**src/rtl/tgl_handshake_rx.sv**
```systemverilog
// tgl_handshake_rx: receiving end of a 2-phase toggle handshake.
//
// The sender toggles req_tgl once per word and holds req_data stable until it
// sees ack_tgl match. This block synchronises req_tgl, captures the word into a
// holding register, offers it on a valid/ready port, and toggles ack_tgl once
// the consumer takes it. It also counts completed transfers.
//
// Ports:
//   clk        clock; all state updates on posedge
//   reset      synchronous, active-high
//   req_tgl    request toggle from sender (may be asynchronous to clk)
//   req_data   payload, stable while req_tgl != ack_tgl
//   ack_tgl    registered acknowledge toggle back to sender
//   out_data   captured payload, meaningful while out_valid=1
//   out_valid  word available to consumer
//   out_ready  consumer accepts when out_valid & out_ready
//   xfer_cnt   completed transfers, wraps modulo 2^CNT_W
//   proto_err  sticky: req toggled again while a word was still unacknowledged
module tgl_handshake_rx #(
    parameter int unsigned DATA_W      = 8,
    parameter int unsigned SYNC_STAGES = 2,
    parameter int unsigned CNT_W       = 8
) (
    input  logic              clk,
    input  logic              reset,
    input  logic              req_tgl,
    input  logic [DATA_W-1:0] req_data,
    output logic              ack_tgl,
    output logic [DATA_W-1:0] out_data,
    output logic              out_valid,
    input  logic              out_ready,
    output logic [CNT_W-1:0]  xfer_cnt,
    output logic              proto_err
);

    // One-hot encoding leaves two unused codes; both fall back to idle.
    typedef enum logic [1:0] {
        StIdle = 2'b01,
        StHold = 2'b10
    } state_e;

    state_e              state_q, state_d;
    logic [SYNC_STAGES-1:0] sync_q;
    logic                req_s;
    logic                req_s_prev_q;
    logic                ack_q, ack_d;
    logic [DATA_W-1:0]   data_q, data_d;
    logic                valid_q, valid_d;
    logic [CNT_W-1:0]    cnt_q, cnt_d;
    logic                err_q, err_d;
    logic                pend;

    assign req_s = sync_q[SYNC_STAGES-1];
    assign pend  = (req_s != ack_q);

    always_ff @(posedge clk) begin
        if (reset) begin
            sync_q       <= '0;
            req_s_prev_q <= 1'b0;
            state_q      <= StIdle;
            ack_q        <= 1'b0;
            data_q       <= '0;
            valid_q      <= 1'b0;
            cnt_q        <= '0;
            err_q        <= 1'b0;
        end else begin
            sync_q       <= {sync_q[SYNC_STAGES-2:0], req_tgl};
            req_s_prev_q <= req_s;
            state_q      <= state_d;
            ack_q        <= ack_d;
            data_q       <= data_d;
            valid_q      <= valid_d;
            cnt_q        <= cnt_d;
            err_q        <= err_d;
        end
    end

    always_comb begin
        state_d = state_q;
        ack_d   = ack_q;
        data_d  = data_q;
        valid_d = valid_q;
        cnt_d   = cnt_q;
        err_d   = err_q;
        unique case (state_q)
            StIdle: begin
                valid_d = 1'b0;
                if (pend) begin
                    // req_data is already stable: the sender set it before toggling.
                    data_d  = req_data;
                    valid_d = 1'b1;
                    state_d = StHold;
                end
            end
            StHold: begin
                valid_d = 1'b1;
                // Any edge on req_s here means the sender did not wait for our ack.
                if (req_s != req_s_prev_q) begin
                    err_d = 1'b1;
                end
                if (out_ready) begin
                    valid_d = 1'b0;
                    ack_d   = ~ack_q;
                    cnt_d   = cnt_q + CNT_W'(1);
                    state_d = StIdle;
                end
            end
            default: begin
                valid_d = 1'b0;
                state_d = StIdle;
            end
        endcase
    end

    assign ack_tgl   = ack_q;
    assign out_data  = data_q;
    assign out_valid = valid_q;
    assign xfer_cnt  = cnt_q;
    assign proto_err = err_q;

endmodule

```
**config.mk**
```make
export PLATFORM = sky130hd
export DESIGN_NAME = tgl_handshake_rx
export DESIGN_NICKNAME = d
export VERILOG_FILES = /design/src/rtl/tgl_handshake_rx.sv
export SDC_FILE = /design/constraint.sdc
export NUM_CORES = 1
export LEC_CHECK = 0
export CAP_MARGIN = 40
export CELL_PAD_IN_SITES_DETAIL_PLACEMENT = 1
export CELL_PAD_IN_SITES_GLOBAL_PLACEMENT = 1
export CORE_ASPECT_RATIO = 1.5
export CORE_UTILIZATION = 43
export DETAILED_ROUTE_END_ITERATION = 10
export DONT_BUFFER_PORTS = 1
export PLACE_DENSITY = 0.73
export SYNTH_ARGS = -nofsm -noshare
export SYNTH_HDL_FRONTEND = slang
export SYNTH_SLANG_ARGS = --single-unit
```
**constraint.sdc**
```tcl
create_clock -name clk -period 1.54 [get_ports clk]
set_input_delay 0.231 -clock clk [delete_from_list [all_inputs] [get_ports clk]]
set_output_delay 0.231 -clock clk [all_outputs]
set_load 0.02 [all_outputs]
```
; ---- Yosys cells after proc, flatten, opt, wreduce, memory -nomap -nowiden
; Index checks and enable logic that the tools add are counted.
[word_totals]
inputBits = 12
reg_bits = 24
out_inout_bits = 19
[classes]
n_eq_ne = 6
bitwise = 1
add_sub_neg = 1
mux = 6
n_reduce_logical = 4
[ops]
columns = operator, n
row1 = $add A8 B1 Y8 const B, 1
row2 = $reduce_and A2 Y1, 4
row3 = $mux W2, 2
row4 = $ne A2 B2 Y1 const B, 2
row5 = $pmux W2 S2, 1
row6 = $eq A2 B1 Y1 const B, 1
row7 = $eq A2 B2 Y1 const B, 1
row8 = $mux W1, 2
row9 = $ne A1 B1 Y1, 2
row10 = $pmux W1 S2, 1
row11 = $not A1 Y1, 1

; ---- Depth between registers and ports, before layout
[depth]
depth_word = 3
ltp_mapped = 6

; ---- Worst setup path after synthesis
; No wires, ideal clock.
[synth_path]
path_type = reg-to-reg
start = register state_q[0]
end = register cnt_q[7], in the netlist xfer_cnt[7]
setup_slack_ps = 110
path_stages_with_launch = 6
arrival_ps = 1359
synth_period_minus_slack_ps = 1430
n_path_buf = 0
required_time_ps = 1469
path_cell_list = dfxtp_1 inv_1 ha_1 nand4_2 or4_1 a21oi_1
[synth_between]
elab_chain_len = 2
[synth_lines]
columns = element, line
row1 = start: declaration, 42  ; state_e state_q, state_d;
row2 = start signal: assignment, 60  ; state_q <= StIdle;
row3 = start signal: assignment, 69  ; state_q <= state_d;
row4 = $eq A2 B2 Y1, 85  ; unique case (state_q)
row5 = $reduce_and A2 Y1 (no line), -
row6 = end signal: assignment, 73  ; cnt_q <= cnt_d;
row7 = end: declaration, 49  ; logic [CNT_W-1:0] cnt_q, cnt_d;
; Every way passes these cells.
; A chain may end at the register's enable or synchronous reset.

; ---- Final worst setup path
; Same ends and word-level chain as after synthesis.

==> results summary <==
The flow ran to the end, and the final reports show no timing, DRC or antenna violations. The tree is rooted in a sky130_fd_sc_hd__clkbuf_4. The number of antenna violations at the first check in global routing came out at 0. After detailed routing, the number of remaining DRC violations is 0. Detailed placement ended at an HPWL of approximately 1600 µm.

The wire length per cell is between 15 and 20 µm. The floorplan die area came out at 2480 µm². The synthesized netlist cell count came out at 109.

The critical-path maximum fanout is 6. The count of H-tree levels built during CTS came out at 1. The combined global-route utilization of all metal layers came out at between 10% and 20%. The total power per unit cell area came out at 1110 nW/µm². The average instance area after synthesis is about 9 µm².

The die span in y is 60.5 µm. The clock arrives with 0.00304 ns of skew. The first detailed-routing pass took 3 iterations.

The final-stage net count is approximately 140. The switching fraction of total power came out at 31.9%. The kind of path behind the tightest hold check is primary input to flip-flop. The distinct cell type count after synthesis came out at 22. The final hold violation count was 0. Counting every net in the synthesized netlist gives approximately 130. The highest attainable clock frequency came out at around 680 MHz. The core area came out at just over 2000 µm². The data arrival time of the worst path is 1.73 ns. The number of clock buffers inserted by TritonCTS is 3. In this run the power spent charging and discharging nets is 407 µW. The type of element launching the critical path is a flip-flop. The power consumption is 1.28 mW.

The clock network burns 22.0% of the power. In this run, the combinational gates consume 21.9% of the power. The clock insertion delay at the later pin of the skew report is 0.32 ns.

The fraction of power consumed by sequential logic came out at 56.1%. The worst hold slack after final layout came out at 0.0344 ns. The transition time at the pin with the least slew margin came out at 0.849 ns. The mapped netlist covers between 900 and 1000 µm². The number of placement rows came out at 20. The worst slew slack as a fraction of its limit is 43.2%. The count of buffers inserted at the top-level ports came out at 0. The remaining global-route overflow came out at 0. After clock tree synthesis, the clock-pin slew on the worst setup and hold paths is between 0.1 and 0.15 ns. Measured along the x axis, the die boundary spans 41.0 µm. Synthesis inferred 24 register bits. The type of destination of the critical path is a flip-flop. The final core area utilization came out at roughly 55%.

The CTS tree is built. The worst ir drop on vdd came out at around 0.63 mV. The share of the Yosys chip area taken by registers is 49.0%. Setup repair after global routing left no endpoint under its margin. After the flow finishes, the layout carries non-filler instances totaling 144. The residual antenna-violating net count after detailed routing is 0. The summed negative setup slack over all endpoints is 0 ns. The number of buffers on the longest clock path came out at 2. The number of global-route vias before repair is 778. The total vias in the final route came out at 837. The final setup violation count is 0. The final critical path time including I/O delays and setup came out at 1.48 ns.

The detail-routed via count per cell came out at 5.81. The clock sink total came out at 24. The final clock period utilization by the worst path came out at 96.0%. The total internal power is 870 µW. The count of maximum capacitance violations is 0. The number of antenna diodes in the final layout is 0. The initial core utilization is 47.2%. The placer congestion estimate came out at ~0.67. The category of the most critical setup path is flip-flop to flip-flop. The first global-routing pass estimated about 3200 µm of wire.

The data required time at the worst endpoint came out at 1.79 ns. The area growth from synthesis to final layout is 17.6%. The leakage power total came out at 0.446 nW. The final layout contains routed wiring with a total length of 2350 µm.

The post-route netlist has 19.7% of its cells at a drive strength greater than 1. The synthesis warning total is 0. The largest net degree at the start of global routing is 24. The count of placed standard cells including taps came out at 139.

The max-slew violation total from the final report came out at 0. The number of DRC markers after the initial detailed-route iteration came out at 9. In this run the count of I/O pins placed on the die edge is 31.
[per-layer routing]
metal	vias up	global-route usage [%]	wire, µm
li1	408	-	-
met2	23	34.2	1270
met4	0	14.3	68
met5	-	0	0
met1	402	19.9	909
met3	4	3.30	105
[sequential cells by signal, indices dropped and copies added (netlist names)]
| signal | cells |
|---|---|
| state_q | 2 |
| out_data | 8 |
| proto_err | 1 |
| sync_q | 2 |
| ack_tgl | 1 |
| out_valid | 1 |
| xfer_cnt | 8 |
| req_s_prev_q | 1 |
[cell usage in the layout (no fill, tap or decap), types with 2 or more instances in the layout]
cell type,Yosys,final
sky130_fd_sc_hd__nor2_1,7,7
sky130_fd_sc_hd__o21ai_0,13,13
sky130_fd_sc_hd__or3_2,2,2
sky130_fd_sc_hd__clkbuf_4,0,3
sky130_fd_sc_hd__nand2_1,3,3
sky130_fd_sc_hd__inv_1,5,4
sky130_fd_sc_hd__buf_4,0,12
sky130_fd_sc_hd__xor2_1,4,4
sky130_fd_sc_hd__dfxtp_1,24,22
sky130_fd_sc_hd__a21oi_1,17,17
sky130_fd_sc_hd__ha_1,5,4
sky130_fd_sc_hd__nor2b_1,3,3
sky130_fd_sc_hd__nand3_1,11,11
sky130_fd_sc_hd__or3_1,2,2
[worst paths after layout]
check | startpoint | endpoint | slack [ns] | cells after the start
max reg2reg | state_q[0]$_SDFFE_PP1P_ | xfer_cnt[7]$_SDFFE_PP0P_ | 0.06 | 5
min reg2reg | sync_q[0]$_SDFF_PP0_ | sync_q[1]$_SDFF_PP0_ | 0.45 | 1
max | state_q[0]$_SDFFE_PP1P_ | xfer_cnt[7]$_SDFFE_PP0P_ | 0.06 | 5
min | req_tgl | sync_q[0]$_SDFF_PP0_ | 0.03 | 1
[what timing repair did]
action / CTS / global route
buffers inserted: 0 / 1
resized for setup: 0 / 8
endpoints found under the setup margin: 0 / 7
hold buffers: 1 / 0
endpoints found under the hold margin: 23 / 0
[synthesized netlist by cell type]
| library cell | number | area [µm²] |
|---|---|---|
| sky130_fd_sc_hd__nand3_1 | 11 | 55.1 |
| sky130_fd_sc_hd__ha_1 | 5 | 62.6 |
| sky130_fd_sc_hd__xnor2_1 | 2 | 17.5 |
| sky130_fd_sc_hd__or3_2 | 2 | 15.0 |
| sky130_fd_sc_hd__clkbuf_1 | 3 | 11.3 |
| sky130_fd_sc_hd__nor3_1 | 1 | 5.00 |
| sky130_fd_sc_hd__dfxtp_1 | 24 | 480 |
| sky130_fd_sc_hd__o21ai_0 | 13 | 65.1 |
| sky130_fd_sc_hd__o31ai_1 | 1 | 7.51 |
| sky130_fd_sc_hd__nor2_1 | 7 | 26.3 |
| sky130_fd_sc_hd__a21oi_1 | 17 | 85.1 |
| sky130_fd_sc_hd__inv_1 | 5 | 18.8 |
| sky130_fd_sc_hd__or4_1 | 1 | 7.51 |
| sky130_fd_sc_hd__nor3b_1 | 1 | 7.51 |
| sky130_fd_sc_hd__mux2i_1 | 1 | 10.0 |
| sky130_fd_sc_hd__or3_1 | 2 | 12.5 |
| sky130_fd_sc_hd__xor2_1 | 4 | 35.0 |
| sky130_fd_sc_hd__nand2_1 | 3 | 11.3 |
| sky130_fd_sc_hd__and2b_2 | 1 | 8.76 |
| sky130_fd_sc_hd__nand4_1 | 1 | 6.26 |
| sky130_fd_sc_hd__nor2b_1 | 3 | 18.8 |
| sky130_fd_sc_hd__nand4_2 | 1 | 12.5 |
[critical path: stages, from the launching register on]
cell,delay [ns]
sky130_fd_sc_hd__dfxtp_4,0.37
sky130_fd_sc_hd__inv_2,0.08
sky130_fd_sc_hd__ha_4,0.15
sky130_fd_sc_hd__nand4_4,0.13
sky130_fd_sc_hd__or4_1,0.54
sky130_fd_sc_hd__a21oi_1,0.15
[area by class of cell]
cell class | count | area [µm²]
inverters | 5 | 18.8
flip-flops and latches | 24 | 485
repair buffers | 13 | 100
well taps | 22 | 27.5
multi-input cells | 77 | 498
clock buffers | 3 | 22.5
fillers | 252 | 925
[logic make-up (layout without fill, tap and decap cells)]
| family | after synthesis | after routing | synth area share, % |
|---|---|---|---|
| compound gates | 31 | 31 | 16.1 |
| simple gates | 34 | 34 | 19.0 |
| buf+inv | 8 | 21 | 3.07 |
| xor+xnor | 6 | 6 | 5.36 |
| fa+ha+maj | 5 | 5 | 6.39 |
| mux | 1 | 1 | 1.02 |
| flops | 24 | 24 | 49.0 |
[metrics by stage]
stage | worst slack [ns] | cell area (µm²)
global placement | 0.117 | 1080
global route | 0.00873 | 1150
finish | 0.0616 | 1150
floorplan | 0.110 | 980
detailed placement | 0.0532 | 1080
CTS | 0.0113 | 1110
[power by group through the flow]
stage / Sequential, mW / Combinational, mW / Clock [mW]
4_1_cts: 0.707 / 0.241 / 0.285
3_3_place_gp: 0.718 / 0.213 / 0
5_1_grt: 0.721 / 0.314 / 0.307
3_5_place_dp: 0.721 / 0.227 / 0
2_1_floorplan: 0.716 / 0.162 / 0
6_report: 0.717 / 0.279 / 0.281
Note: power is estimated with default switching activity, not from simulation.
